<file path="src/rtl/multicycle_ctrl.sv">
// Multi-cycle RV32I sequencer: steps FETCH/DECODE/EXEC/MEM/WB with req/ready memory handshakes.
// Define CTRL_PERF_CNT_EN to add the instret/cycle_cnt performance counter outputs.
module multicycle_ctrl #(
  parameter int unsigned TIMEOUT = 255
) (
  input  logic       clk,
  input  logic       rst,
  input  logic       run,
  input  logic [6:0] opcode,
  input  logic       br_taken,
  input  logic       imem_ready,
  input  logic       dmem_ready,
  output logic       imem_req,
  output logic       dmem_req,
  output logic       dmem_we,
  output logic       pc_en,
  output logic       pc_sel,
  output logic       ir_en,
  output logic       ab_en,
  output logic       alu_en,
  output logic       mdr_en,
  output logic       rf_we,
  output logic       busy,
  output logic       illegal,
  output logic       bus_err,
  output logic [2:0] state
`ifdef CTRL_PERF_CNT_EN
  ,
  output logic [31:0] instret,
  output logic [31:0] cycle_cnt
`endif
);

  // state | meaning
  // IDLE  | waiting for run at an instruction boundary
  // FETCH | imem_req held until imem_ready, IR loads
  // DECODE| A/B operands load, opcode checked
  // EXEC  | ALU result loads, branch/fence retire here
  // MEM   | dmem_req held until dmem_ready
  // WB    | register-file write and PC update
  // HALT  | illegal opcode or bus timeout, sticky until rst
  typedef enum logic [2:0] {
    S_IDLE   = 3'd0,
    S_FETCH  = 3'd1,
    S_DECODE = 3'd2,
    S_EXEC   = 3'd3,
    S_MEM    = 3'd4,
    S_WB     = 3'd5,
    S_HALT   = 3'd6
  } state_t;

  localparam logic [6:0] OP_LOAD   = 7'b0000011;
  localparam logic [6:0] OP_STORE  = 7'b0100011;
  localparam logic [6:0] OP_OP     = 7'b0110011;
  localparam logic [6:0] OP_IMM    = 7'b0010011;
  localparam logic [6:0] OP_LUI    = 7'b0110111;
  localparam logic [6:0] OP_AUIPC  = 7'b0010111;
  localparam logic [6:0] OP_JAL    = 7'b1101111;
  localparam logic [6:0] OP_JALR   = 7'b1100111;
  localparam logic [6:0] OP_BRANCH = 7'b1100011;
  localparam logic [6:0] OP_FENCE  = 7'b0001111;

  state_t     state_q, state_d;
  logic [7:0] cnt_q, cnt_d;
  logic       illegal_q, illegal_d;
  logic       bus_err_q, bus_err_d;

  logic is_load, is_store, is_branch, is_fence, is_jump, is_legal;
  logic waiting, to_hit;
  state_t boundary;

  assign is_load   = (opcode == OP_LOAD);
  assign is_store  = (opcode == OP_STORE);
  assign is_branch = (opcode == OP_BRANCH);
  assign is_fence  = (opcode == OP_FENCE);
  assign is_jump   = (opcode == OP_JAL) || (opcode == OP_JALR);
  assign is_legal  = is_load || is_store || is_branch || is_fence || is_jump ||
                     (opcode == OP_OP) || (opcode == OP_IMM) ||
                     (opcode == OP_LUI) || (opcode == OP_AUIPC);

  assign boundary = run ? S_FETCH : S_IDLE;
  assign waiting  = ((state_q == S_FETCH) && !imem_ready) ||
                    ((state_q == S_MEM) && !dmem_ready);
  // The cycle in which the wait count reaches TIMEOUT; a ready in that cycle still wins.
  assign to_hit   = (TIMEOUT != 0) && waiting && (cnt_q == 8'(TIMEOUT - 1));

  always_comb begin
    state_d   = state_q;
    illegal_d = illegal_q;
    bus_err_d = bus_err_q;
    cnt_d     = cnt_q;
    imem_req  = 1'b0;
    dmem_req  = 1'b0;
    dmem_we   = 1'b0;
    pc_en     = 1'b0;
    pc_sel    = 1'b0;
    ir_en     = 1'b0;
    ab_en     = 1'b0;
    alu_en    = 1'b0;
    mdr_en    = 1'b0;
    rf_we     = 1'b0;
    case (state_q)
      S_IDLE: if (run) state_d = S_FETCH;
      S_FETCH: begin
        imem_req = 1'b1;
        if (imem_ready) begin
          ir_en   = 1'b1;
          state_d = S_DECODE;
        end else if (to_hit) begin
          bus_err_d = 1'b1;
          state_d   = S_HALT;
        end
      end
      S_DECODE: begin
        ab_en = 1'b1;
        if (is_legal) state_d = S_EXEC;
        else begin
          illegal_d = 1'b1;
          state_d   = S_HALT;
        end
      end
      S_EXEC: begin
        alu_en = 1'b1;
        if (is_load || is_store) state_d = S_MEM;
        else if (is_branch || is_fence) begin
          pc_en   = 1'b1;
          pc_sel  = is_branch && br_taken;
          state_d = boundary;
        end else state_d = S_WB;
      end
      S_MEM: begin
        dmem_req = 1'b1;
        dmem_we  = is_store;
        if (dmem_ready) begin
          if (is_load) begin
            mdr_en  = 1'b1;
            state_d = S_WB;
          end else begin
            pc_en   = 1'b1;
            state_d = boundary;
          end
        end else if (to_hit) begin
          bus_err_d = 1'b1;
          state_d   = S_HALT;
        end
      end
      S_WB: begin
        rf_we   = 1'b1;
        pc_en   = 1'b1;
        pc_sel  = is_jump;
        state_d = boundary;
      end
      S_HALT: state_d = S_HALT;
      default: state_d = S_IDLE;
    endcase
    if ((state_d != state_q) && ((state_d == S_FETCH) || (state_d == S_MEM))) cnt_d = 8'd0;
    else if (waiting) cnt_d = cnt_q + 8'd1;
  end

  always_ff @(posedge clk or posedge rst) begin
    if (rst) begin
      state_q   <= S_IDLE;
      cnt_q     <= 8'd0;
      illegal_q <= 1'b0;
      bus_err_q <= 1'b0;
    end else begin
      state_q   <= state_d;
      cnt_q     <= cnt_d;
      illegal_q <= illegal_d;
      bus_err_q <= bus_err_d;
    end
  end

  assign state   = state_q;
  assign busy    = (state_q != S_IDLE) && (state_q != S_HALT);
  assign illegal = illegal_q;
  assign bus_err = bus_err_q;

`ifdef CTRL_PERF_CNT_EN
  logic [31:0] instret_q, instret_d, cycle_cnt_q, cycle_cnt_d;

  always_comb begin
    instret_d   = instret_q + {31'd0, pc_en};
    cycle_cnt_d = cycle_cnt_q + {31'd0, busy};
  end

  always_ff @(posedge clk or posedge rst) begin
    if (rst) begin
      instret_q   <= 32'd0;
      cycle_cnt_q <= 32'd0;
    end else begin
      instret_q   <= instret_d;
      cycle_cnt_q <= cycle_cnt_d;
    end
  end

  assign instret   = instret_q;
  assign cycle_cnt = cycle_cnt_q;
`endif

endmodule

</file>
<file path="config.mk">
export PLATFORM = sky130hd
export DESIGN_NAME = multicycle_ctrl
export DESIGN_NICKNAME = d
export VERILOG_FILES = /design/src/rtl/multicycle_ctrl.sv
export SDC_FILE = /design/constraint.sdc
export NUM_CORES = 1
export LEC_CHECK = 0
export BUFFER_PORTS_ARGS = -buffer_cell sky130_fd_sc_hd__buf_2
export CAP_MARGIN = 10
export CORE_ASPECT_RATIO = 0.7
export CORE_UTILIZATION = 55
export DETAILED_ROUTE_END_ITERATION = 7
export MAX_ROUTING_LAYER = met4
export PLACE_DENSITY_LB_ADDON = 0.08
export SLEW_MARGIN = 20
export SYNTH_ARGS = -nofsm -noshare
export SYNTH_HDL_FRONTEND = slang
export SYNTH_SLANG_ARGS = --single-unit
</file>
<file path="constraint.sdc">
create_clock -name clk -period 5.9 [get_ports clk]
set_clock_uncertainty 0.15 [all_clocks]
set_input_delay 0.885 -clock clk [delete_from_list [all_inputs] [get_ports clk]]
set_output_delay 0.885 -clock clk [all_outputs]
set_load 0.1 [all_outputs]
</file>
After elaboration in Yosys (flattened, before gate mapping)

Index checks and enable logic that the tools add are counted.

Bits of input ports: 13
Register bits after elaboration: 13
Logic and storage cells: 90
Output and inout bits: 16

Eq/ne operators: 23
$add $sub $neg: 1
Mux-type cells: 35
Bitwise gates (word level): 1
Reduce and logical (&&, ||, !) cells: 26

Operator list:

| kind                  | number |
|---|---|
| $mux W3               | 8 |
| $eq A7 B6 Y1 const B  | 3 |
| $eq A7 B7 Y1 const B  | 3 |
| $mux W1               | 21 |
| $pmux W3 S7           | 1 |
| $mux W8               | 2 |
| $eq A7 B5 Y1 const B  | 2 |
| $eq A3 B3 Y1 const B  | 4 |
| $logic_or A1 B1 Y1    | 12 |
| $add A8 B1 Y8 const B | 1 |
| $eq A8 B8 Y1 const B  | 1 |
| $eq A7 B2 Y1 const B  | 1 |
| $eq A7 B4 Y1 const B  | 1 |
| $eq A3 B1 Y1 const B  | 2 |
| $eq A3 B2 Y1 const B  | 2 |
| $logic_and A1 B1 Y1   | 6 |
| $ne A2 B2 Y1 const B  | 2 |
| $pmux W1 S2           | 2 |
| $reduce_bool A2 Y1    | 2 |
| $logic_not A3 Y1      | 1 |
| $ne A3 B3 Y1          | 1 |
| $ne A3 B3 Y1 const B  | 1 |
| $pmux W1 S3           | 1 |
| $reduce_and A3 Y1     | 1 |
| 4 further kinds       | 5 |

Longest topological paths before layout

Gate-level depths: netlist (run 1).

Word-level depth: 15
Depth in mapped cells: 7
Depth with buffers taken out: 7

Worst setup path before layout (run 1)

Ideal clock, no wire load.

Path type: register to output
Start: register state_q[2], in the netlist state[2]
End: output dmem_we
Cell stages (with the launch flop): 5
Slack: 851 ps
Buffers on the path: 0
Data required time: 4,865 ps
Arrival: 4,014 ps
Cells stage by stage: dfrtp_1 > nand2b_1 > nor2_1 > nand2_1 > nor2_1

Longest elaborated chain between the ends: 2

RTL lines:

| element                  | RTL line | text |
|---|---|---|
| start: declaration       | 63       | `state_t state_q, state_d;` |
| start signal: assignment | 167      | `state_q <= state_d;` |
| $eq A3 B3 Y1             | 102      | `case (state_q)` |
| $mux W1                  | 102      |  |
| end: declaration         | 15       | `output logic dmem_we,` |

No other way between the ends.

Final worst setup path (run 1)

Start: input opcode[4]
End: output pc_en

Longest elaborated chain between the ends: 5
Elaborated cells on any way between the ends: 11
Classes of those cells: 4 x eq/ne; 5 x mux; 2 x reduce/logical

RTL lines:

| element                                             | RTL line | text |
|---|---|---|
| start: declaration                                  | 9        | `input logic [6:0] opcode,` |
| $eq A7 B7 Y1 / $eq A7 B4 Y1 (equally long branches) | 74, 75   |  |
| $logic_or A1 B1 Y1                                  | 125      | `else if (is_branch \|\| is_fence) begin` |
| $mux W1                                             | 125      |  |
| $mux W1                                             | 124      | `if (is_load \|\| is_store) state_d = S_MEM;` |
| $pmux W1 S3 (*)                                     | 102      |  |
| end: declaration                                    | 16       | `output logic pc_en,` |

Every way passes the cells marked *; elsewhere a longest branch is shown, timed or not.

==> results of run 1 <==
-- kinds of logic after synthesis --
| group | after synthesis |
|---|---|
| simple gates | 52 |
| mux | 1 |
| buf+inv | 9 |
| compound gates | 30 |
| flops | 13 |
| fa+ha+maj | 2 |
| xor+xnor | 7 |
-- cell type report --
type / count / area [um2] / share of cell area [%]
flip-flops and latches: 13 / 325.3 / 26.37
well taps: 21 / 26.28 / 2.130
clock inverters: 1 / 5.005 / 0.4057
multi-input cells: 92 / 684.4 / 55.48
clock buffers: 3 / 22.52 / 1.826
inverters: 8 / 30.03 / 2.434
repair buffers: 28 / 140.1 / 11.36
-- sequential cells by signal, indices dropped and copies added, names as in the netlist --
| signal | cells |
|---|---|
| state | 3 |
| cnt_q | 8 |
| bus_err | 1 |
| illegal | 1 |
-- per-layer routing --
metal / up-vias / global-route usage (%) / wire [um]
met5: - / - / 0
met4: 0 / 3.846 / 12
met3: 3 / 12.16 / 192
met2: 39 / 40.55 / 1058
met1: 447 / 38.50 / 1234
li1: 499 / - / -
-- per-stage QoR --
| step | cells | util [%] | setup slack, ns | hold WS [ns] | cell area [um2] |
|---|---|---|---|---|---|
| 5_1_grt | 166 | 73.36 | 2.494 | 0.3317 | 1234 |
| 3_3_place_gp | 162 | 71.73 | 2.666 | 0.2902 | 1206 |
| 3_5_place_dp | 162 | 71.73 | 2.617 | 0.2914 | 1206 |
| 6_report | 166 | 73.36 | 2.607 | 0.3107 | 1234 |
| 2_1_floorplan | 114 | - | 0.8510 | 0.3687 | 1051 |
| 4_1_cts | 166 | 73.36 | 2.614 | 0.3133 | 1234 |
-- worst max path at each step --
stage | start | endpoint | cells past startpoint
2_1_floorplan | state[2] | dmem_we | 4
3_3_place_gp | opcode[4] | pc_en | 5
3_5_place_dp | opcode[4] | pc_en | 5
4_1_cts | opcode[4] | pc_en | 5
5_1_grt | opcode[4] | pc_en | 5
6_report | opcode[4] | pc_en | 5
-- cells in the mapped netlist, types with 2 or more instances --
cell type,count,area [um2]
inv_1,7,26.28
and4bb_1,2,25.02
nor4_1,2,12.51
ha_1,2,25.02
nor3b_2,2,25.02
nand3b_1,2,15.01
nand3_1,4,20.02
o21ai_0,5,25.02
a211oi_1,5,37.54
nor2_1,10,37.54
a21oi_1,4,20.02
and4_4,2,22.52
and3_1,5,31.28
xnor2_1,5,43.79
nand2_1,5,18.77
xor2_1,2,17.52
nand2b_1,6,37.54
o211ai_1,3,22.52
dfrtp_1,13,325.3
and2_1,3,18.77
-- worst max-delay path: stages --
cell and delay, ns:
buf_2 0.11, and3b_1 0.30, o21ai_0 0.21, o32ai_1 0.29, buf_2 0.46
-- report_power, final --
part	internal, mW	switching [mW]
sequential	0.106	0.0320
combinational	0.107	0.351
clock	0.0252	0.0310
total	0.238	0.414
==> metrics.txt, run 1 <==
setup_tns 0 ns; mux cell area share after synthesis less than 1%; share of cells above drive strength 1 between 30% and 40%; post-DR vias/cell a little under 6; Crit Path Max Fanout 6; Worst Tran Pin Value 0.5091 ns; Die Y-Extent 38.58 um; H-tree levels 1; VDD IR max 536.7 uV; Compound-Gate Fraction of Synth Area between 20% and 30%; I/O Pins 29; Data arrival, critical path 2.26 ns; Main synth FF type dfrtp_1; synthesized flop and latch total 13; Clock transition at path regs 0.08 ns; CP endpoint kind primary output; maximum clock rate 303.7 MHz; PwrDens 528.4 nW/um2; Post-synth EDFFs 0; post-CTS resize count 0; highest-count cells in the layout ignoring fill and taps buf_2, dfrtp_1, nor2_1; starting density of the core a little over three fifths; xor and xnor area share after synthesis about 5.8%; setup violators final 0; async set-reset flop share out of synthesis 100.0%; fin crit period 3.293 ns; Hold EP bus_err; Leak 0.6012 nW; global-route usage over all layers 28.56%; Tightest Hold Check Type reg2reg; synthesized area per cell between 9 and 10 um2; Pre-antenna DRT Iters 4; Cell Area, Synth 1051 um2; detailed-route via count just under 1,000; CTS root buffer clkbuf_4; slew margin rel. 65.91%; CTS tree done; initial antenna violation count 0; status completed; final hold viol count 0; FF-to-FF path depth 7; Layout area overhead 17.38%; FILL cells 144; Post-Synth Adder-Cell Area 2.381%; largest net degree at the start of global routing 14; Yosys warnings 0; vias in the first global route approximately 880; Seq/Total Area, Yosys 30.95%; Hold Crit Depth 1; nets@finish 161; simple-gate portion of the synthesized area 34.52%; CORE AREA ~1700 um2; FF-to-FF End cnt_q[6]; final-report max-slew violation count 0; RePlAce Congestion 0.9444; Die Area 2093 um2; cts bufs inserted 3; CTS sink count 13; CP Data Required Time 4.87 ns; number of diodes 0; Final ANT Viol Nets 0; commonest non-fill, non-tap cell in the layout buf_2; RR Startpoint cnt_q[0]; PortBufs 28; total power 0.6519 mW; Hold Crit Start bus_err; first-pass GRT wire length 3960 um; max cap viols 0; CTS Hold Bufs 0; clk buf depth 2; GRT overflow 0; initial detailed-routing violation count 38; Final Cycle Share 55.81%; Total Wirelength ~2500 um; syn nets between 100 and 150; post-DP HPWL 1972 um; Crit Path Class in2out; Reg2Reg Setup Slack 3.62 ns; Post-Synthesis Cells ~110; unrepaired setup endpoints after global routing false; WL/cell 15.05 um; Die Wd 54.25 um; clk_lat worst skew 0.28 ns; Rows 12; crit start category primary input; Residual DRC 0; Netlist cell types 45; largest family of logic cells by synthesized area simple AND/OR/NAND/NOR gates; post-CTS setup buffer count 0
Note: power is estimated with default switching activity, not from simulation.
==> inputs of run 2 (changes only) <==
--- a/config.mk
+++ b/config.mk
@@ -8,7 +8,7 @@
 export BUFFER_PORTS_ARGS = -buffer_cell sky130_fd_sc_hd__buf_2
 export CAP_MARGIN = 10
 export CORE_ASPECT_RATIO = 0.7
-export CORE_UTILIZATION = 55
+export CORE_UTILIZATION = 46
 export DETAILED_ROUTE_END_ITERATION = 7
 export MAX_ROUTING_LAYER = met4
 export PLACE_DENSITY_LB_ADDON = 0.08
==> constraint.sdc (replaced) <==
create_clock -name clk -period 2.72 [get_ports clk]
set_clock_uncertainty 0.15 [all_clocks]
set_input_delay 0.408 -clock clk [delete_from_list [all_inputs] [get_ports clk]]
set_output_delay 0.408 -clock clk [all_outputs]
set_load 0.1 [all_outputs]
==> run 2 against run 1 <==
Non-clock buffer count did not move. Sequential power rose by 120%. Final cell count is 6.6% higher. Sequential cell count stayed put. The run now ends with negative hold slack left. Critical path type is now reg2out. Register-to-register slack got worse by 3.1 ns. Wire length increased by 5.4%. Final area rose by 4.7%. Hold slack got worse by 0.32 ns. Via count increased by 4.1%. Die area is 19% higher. Critical path depth did not move. Power rose by 120%.
==> metrics.txt, run 2 (synthesized netlist as in run 1, its figures left out) <==
highest-count cells in the layout ignoring fill and taps buf_2, dfrtp_1, nor2_1; GRT overflow 0 (unchanged); Die Area 2483 um2 (+19%); Crit Path Max Fanout 11 (+5); clk buf depth 2 (unchanged); Placed Instances 173 (+6.8%); final-report max-slew violation count 0 (unchanged); initial antenna violation count 0 (unchanged); Die Wd 59.13 um (+9.0%); CP endpoint kind primary output; post-DR vias/cell 5.814 (-2.3%); CTS sink count 13 (unchanged); CTS root buffer clkbuf_4; RR Startpoint cnt_q[0]; commonest non-fill, non-tap cell in the layout buf_2; slowest stage cell, crit path dfrtp_2; worst hold slack -0.004959 ns (-0.3157 ns); fin area 1291 um2 (+4.7%); status finished with violations; Crit Path Class reg2out; post-CTS resize count 0 (unchanged); failing checks negative hold slack; FF-to-FF End cnt_q[3]; H-tree levels 1 (unchanged); Clock transition at path regs 0.08 ns (about the same); CTS Hold Bufs 0 (unchanged); FF-to-FF path depth 7 (unchanged); detailed-route via count 1,029 (+4.1%); maximum clock rate 401.7 MHz; post-CTS setup buffer count 0 (unchanged); FILL cells 198 (+38%); max cap viols 0 (unchanged); CP Data Required Time 2.16 ns (-2.71 ns); global-route usage over all layers 22.94% (-5.6 points); Tightest Hold Check Type in2async; PortBufs 28 (unchanged); footprint of the multi-input gates 718.2 um2 (+4.9%); unrepaired setup endpoints after global routing false; clk_lat worst skew 0.27 ns (about the same); WL/cell 14.87 um (-1.2%); VDD IR max 431.0 uV (-20%); storage element area 329.1 um2 (+1.2%); Leak 0.5789 nW (-3.7%); I/O Pins 29 (unchanged); CTS tree done; number of diodes 0 (unchanged); Finished Layout Cells 177 (+6.6%); nets@finish 161 (unchanged); slew margin rel. 66.59% (+0.67 points); Worst Tran Pin Value 0.4991 ns (-0.01005 ns); Reg with most FFs cnt_q; Final ANT Viol Nets 0 (unchanged); Layout area overhead 22.86%; final hold viol count 13 (+13); share of cells above drive strength 1 38.62% (+7.6 points); delay-heaviest family, CP simple AND/OR/NAND/NOR gates; first-pass GRT wire length 4112 um (+3.8%); post-DP HPWL 2052 um (+4.1%); fin crit period 2.489 ns; Largest register FFs 8 (unchanged); Die Y-Extent 41.99 um (+8.9%); Total Wirelength 2632 um (+5.4%); Data arrival, critical path 1.93 ns (-0.33 ns); RePlAce Congestion 0.8699 (-7.9%); setup_tns 0 ns (unchanged); Reg2Reg Setup Slack 0.50 ns (-3.12 ns); critical path buffer and inverter count 1 (-1); cts bufs inserted 3 (unchanged); setup violators final 0 (unchanged); vias in the first global route 903 (+2.5%); initial detailed-routing violation count 50 (+32%); area post-placement 1265 um2 (+4.9%); Final Cycle Share 91.52%; Pre-antenna DRT Iters 4 (unchanged); starting density of the core 48.78% (-14 points); Worst path max stage delay 0.48 ns (+0.02 ns); largest net degree at the start of global routing 14 (unchanged); crit path cell chain nand2b_1 -> nor2_4 -> a32o_1 -> and3_2 -> buf_2; Rows 14 (+2); CORE AREA 2155 um2 (+28%); PwrDens 1122 nW/um2 (+110%); crit start category flip-flop; Residual DRC 0 (unchanged)
## run 2: cell types whose count changed in the layout (fill, tap and decap cells not counted), moves of 2 or more
cell        change
and3_1          -2
dfrtp_2         +3
nor2_4          +3
and3_2          +2
dfrtp_1         -3
clkinvlp_4      +2
inv_1           -2
nor2_1          -3
## run 2: stage by stage
stage | utilization, % | worst slack (ns) | hold WS (ns) | power (mW)
after global placement | 58.71 | 0.4175 | 0.2941 | 1.314
after global routing | 59.93 | 0.1297 | 0.03901 | 1.526
after CTS | 59.93 | 0.2248 | 0.003250 | 1.447
final | 59.93 | 0.2306 | -0.004959 | 1.448
after detailed placement | 58.71 | 0.3280 | 0.2939 | 1.327
after floorplan | - | -0.07881 | 0.1348 | 1.170
## run 2: worst max path at each step
stage | startpoint | to | slack, ns | cells past startpoint
after floorplan | state[2] | pc_en | -0.08 | 2
after CTS | state[2] | pc_sel | 0.22 | 5
after global routing | state[2] | pc_sel | 0.13 | 5
final | state[2] | pc_sel | 0.23 | 5
after detailed placement | opcode[4] | pc_en | 0.33 | 5
after global placement | opcode[4] | pc_en | 0.42 | 5
## run 2: cell type report
cell class / instances / share of cell area, %
clock buffers: 4 / 2.035
repair buffers: 28 / 10.85
well taps: 32 / 3.101
flip-flops and latches: 13 / 25.48
inverters: 8 / 2.907
multi-input cells: 92 / 55.62
## run 2: worst register-to-register path: stages (launching register included)
cell and delay (ns):
dfrtp_1 0.39, inv_1 0.08, ha_1 0.20, and3_1 0.20, and2_1 0.22, a22oi_1 0.21, nor4b_4 0.48, a211oi_1 0.15
## run 2: power by group
part           internal, mW  total, mW  switching, mW  leakage [nW]
combinational         0.241       1.02          0.780         0.397
sequential            0.234      0.310         0.0755         0.167
clock                0.0568      0.117         0.0600        0.0150
total                 0.532       1.45          0.916         0.579
## run 2: layer usage
layer	up-vias	global-route usage (%)	wire, um
li1	496	-	-
met1	494	33.86	1363
met2	39	33.18	1112
met3	0	6.790	157
met4	0	0	0
met5	-	-	0
==> inputs of run 3 (changes only) <==
--- a/config.mk
+++ b/config.mk
@@ -8,7 +8,7 @@
 export BUFFER_PORTS_ARGS = -buffer_cell sky130_fd_sc_hd__buf_2
 export CAP_MARGIN = 10
 export CORE_ASPECT_RATIO = 0.7
-export CORE_UTILIZATION = 46
+export CORE_UTILIZATION = 40
 export DETAILED_ROUTE_END_ITERATION = 7
 export MAX_ROUTING_LAYER = met4
 export PLACE_DENSITY_LB_ADDON = 0.08
==> run 3 against run 2 <==
The run now ends clean. Power grew 3.5%. Wire length is 3.3% lower. Highest routed layer is now met4. Global-route usage is 2.4 points lower. Sequential cell count unchanged. Largest cell class unchanged. Hold slack gained 0.026 ns. Largest power group unchanged. First-iteration DRC count down 32%.
==> metrics.txt, run 3 (synthesized netlist as in run 1, its figures left out) <==
status completed; setup violators final 0 (unchanged); nets@finish 161 (unchanged); vias in the first global route 907 (+0.44%); slew margin rel. 65.17% (-1.4 points); CTS sink count 13 (unchanged); I/O Pins 29 (unchanged); CTS root buffer clkbuf_8; initial detailed-routing violation count 34 (-32%); Crit Path Class reg2out; slowest stage cell, crit path dfrtp_2; Clock transition at path regs 0.05 ns (-0.03 ns); Data arrival, critical path 1.91 ns (-0.02 ns); Total Wirelength 2544 um (-3.3%); global-route usage over all layers 20.55% (-2.4 points); highest-count cells in the layout ignoring fill and taps buf_2, dfrtp_1, nor2_1; Layout area overhead 25.00%; CTS Hold Bufs 0 (unchanged); GRT overflow 0 (unchanged); post-DR vias/cell 5.642 (-2.9%); Worst path max stage delay 0.47 ns (about the same); RePlAce Congestion 0.8419 (-3.2%); largest net degree at the start of global routing 14 (unchanged); commonest non-fill, non-tap cell in the layout buf_2; PwrDens 1141 nW/um2 (+1.7%); initial antenna violation count 0 (unchanged); crit start category flip-flop; CP endpoint kind primary output; Reg with most FFs cnt_q; unrepaired setup endpoints after global routing false; final hold viol count 0 (-13); setup_tns 0 ns (unchanged); Final ANT Viol Nets 0 (unchanged); PortBufs 28 (unchanged); Largest register FFs 8 (unchanged); Die Y-Extent 44.89 um (+6.9%); post-CTS setup buffer count 0 (unchanged); Residual DRC 0 (unchanged); Final Cycle Share 90.73% (-0.79 points); clk buf depth 2 (unchanged); post-DP HPWL 2032 um (-0.98%); number of diodes 0 (unchanged); CORE AREA 2477 um2 (+15%); detailed-route via count 1,010 (-1.8%); first-pass GRT wire length 4229 um (+2.8%); starting density of the core 42.42% (-6.4 points); Pre-antenna DRT Iters 4 (unchanged); total power 1.499 mW (+3.5%); Die Area 2840 um2 (+14%); Rows 15 (+1); post-CTS resize count 0 (unchanged); Tightest Hold Check Type in2async; H-tree levels 1 (unchanged); Crit Path Max Fanout 11 (unchanged); fin crit period 2.468 ns (-0.02152 ns); cts bufs inserted 3 (unchanged); CP Data Required Time 2.16 ns (about the same); clk_lat worst skew 0.25 ns (-0.02 ns); VDD IR max 403.3 uV (-6.4%); CTS tree done; max cap viols 0 (unchanged); share of cells above drive strength 1 39.31% (+0.69 points); crit path cell chain nand2b_1 -> nor2_4 -> a32o_1 -> and3_2 -> buf_2; final-report max-slew violation count 0 (unchanged); worst hold slack 0.02057 ns (+0.02553 ns); Die Wd 63.27 um (+7.0%); Leak 0.5894 nW (+1.8%); Worst Tran Pin Value 0.5202 ns (+0.02110 ns); WL/cell 14.21 um (-4.4%); maximum clock rate 405.2 MHz (+0.87%)
==> run 3: cell types whose count changed in the layout (fill, tap and decap cells not counted) <==
cell      delta
clkbuf_4     -3
clkinv_2     +1
clkbuf_8     +3
clkbuf_1     -1
==> run 3: area by class of cell <==
class	instances	area, um2
Clock inverter	1	5.005
Clock buffer	3	41.29
Multi-Input combinational cell	92	718.2
Tap cell	34	42.54
Sequential cell	13	329.1
Inverter	8	37.54
Fill cell	247	1164
Timing Repair Buffer	28	140.1
==> run 3: per-stage QoR <==
step | setup WS (ns) | instances | cell area (um2) | util, %
3_3_place_gp | 0.4118 | 175 | 1267 | 51.16
2_1_floorplan | -0.07881 | 114 | 1096 | -
4_1_cts | 0.2466 | 179 | 1314 | 53.03
5_1_grt | 0.1764 | 179 | 1314 | 53.03
6_report | 0.2521 | 179 | 1314 | 53.03
3_5_place_dp | 0.3772 | 175 | 1267 | 51.16
==> run 3: path summary, 6_finish.rpt <==
| check | startpoint | end | slack, ns | depth (start not counted) |
|---|---|---|---|---|
| setup / recovery | state[2] | pc_sel | 0.25 | 5 |
| hold / removal | rst | cnt_q[1] | 0.02 | 2 |
| setup reg to reg | cnt_q[0] | cnt_q[3] | 0.43 | 7 |
| hold reg to reg | illegal | illegal | 0.32 | 1 |
| max in group asynchronous | rst | state[1] | 2.04 | 2 |
| min in group clk | illegal | illegal | 0.32 | 1 |
==> run 3: critical path: cells and delay by family, from the launching register on <==
family,cells,cell delay (ns)
compound gates,1,0.18
buf+inv,1,0.41
flops,1,0.47
simple gates,3,0.60
==> run 3: metal layers <==
layer | part of all wire, % | GRT usage, % | vias to the layer above
li1 | - | - | 490
met1 | 51 | 29.67 | 485
met2 | 42 | 26.88 | 30
met3 | 5.5 | 4.545 | 5
met4 | 1.6 | 9.545 | 0
met5 | 0 | - | -
==> run 3: where the power goes <==
| group | switching, mW | internal [mW] | total (mW) | leakage [nW] |
|---|---|---|---|---|
| registers | 0.0765 | 0.235 | 0.311 | 0.167 |
| clock network | 0.0706 | 0.101 | 0.172 | 0.0255 |
| logic | 0.775 | 0.241 | 1.02 | 0.397 |
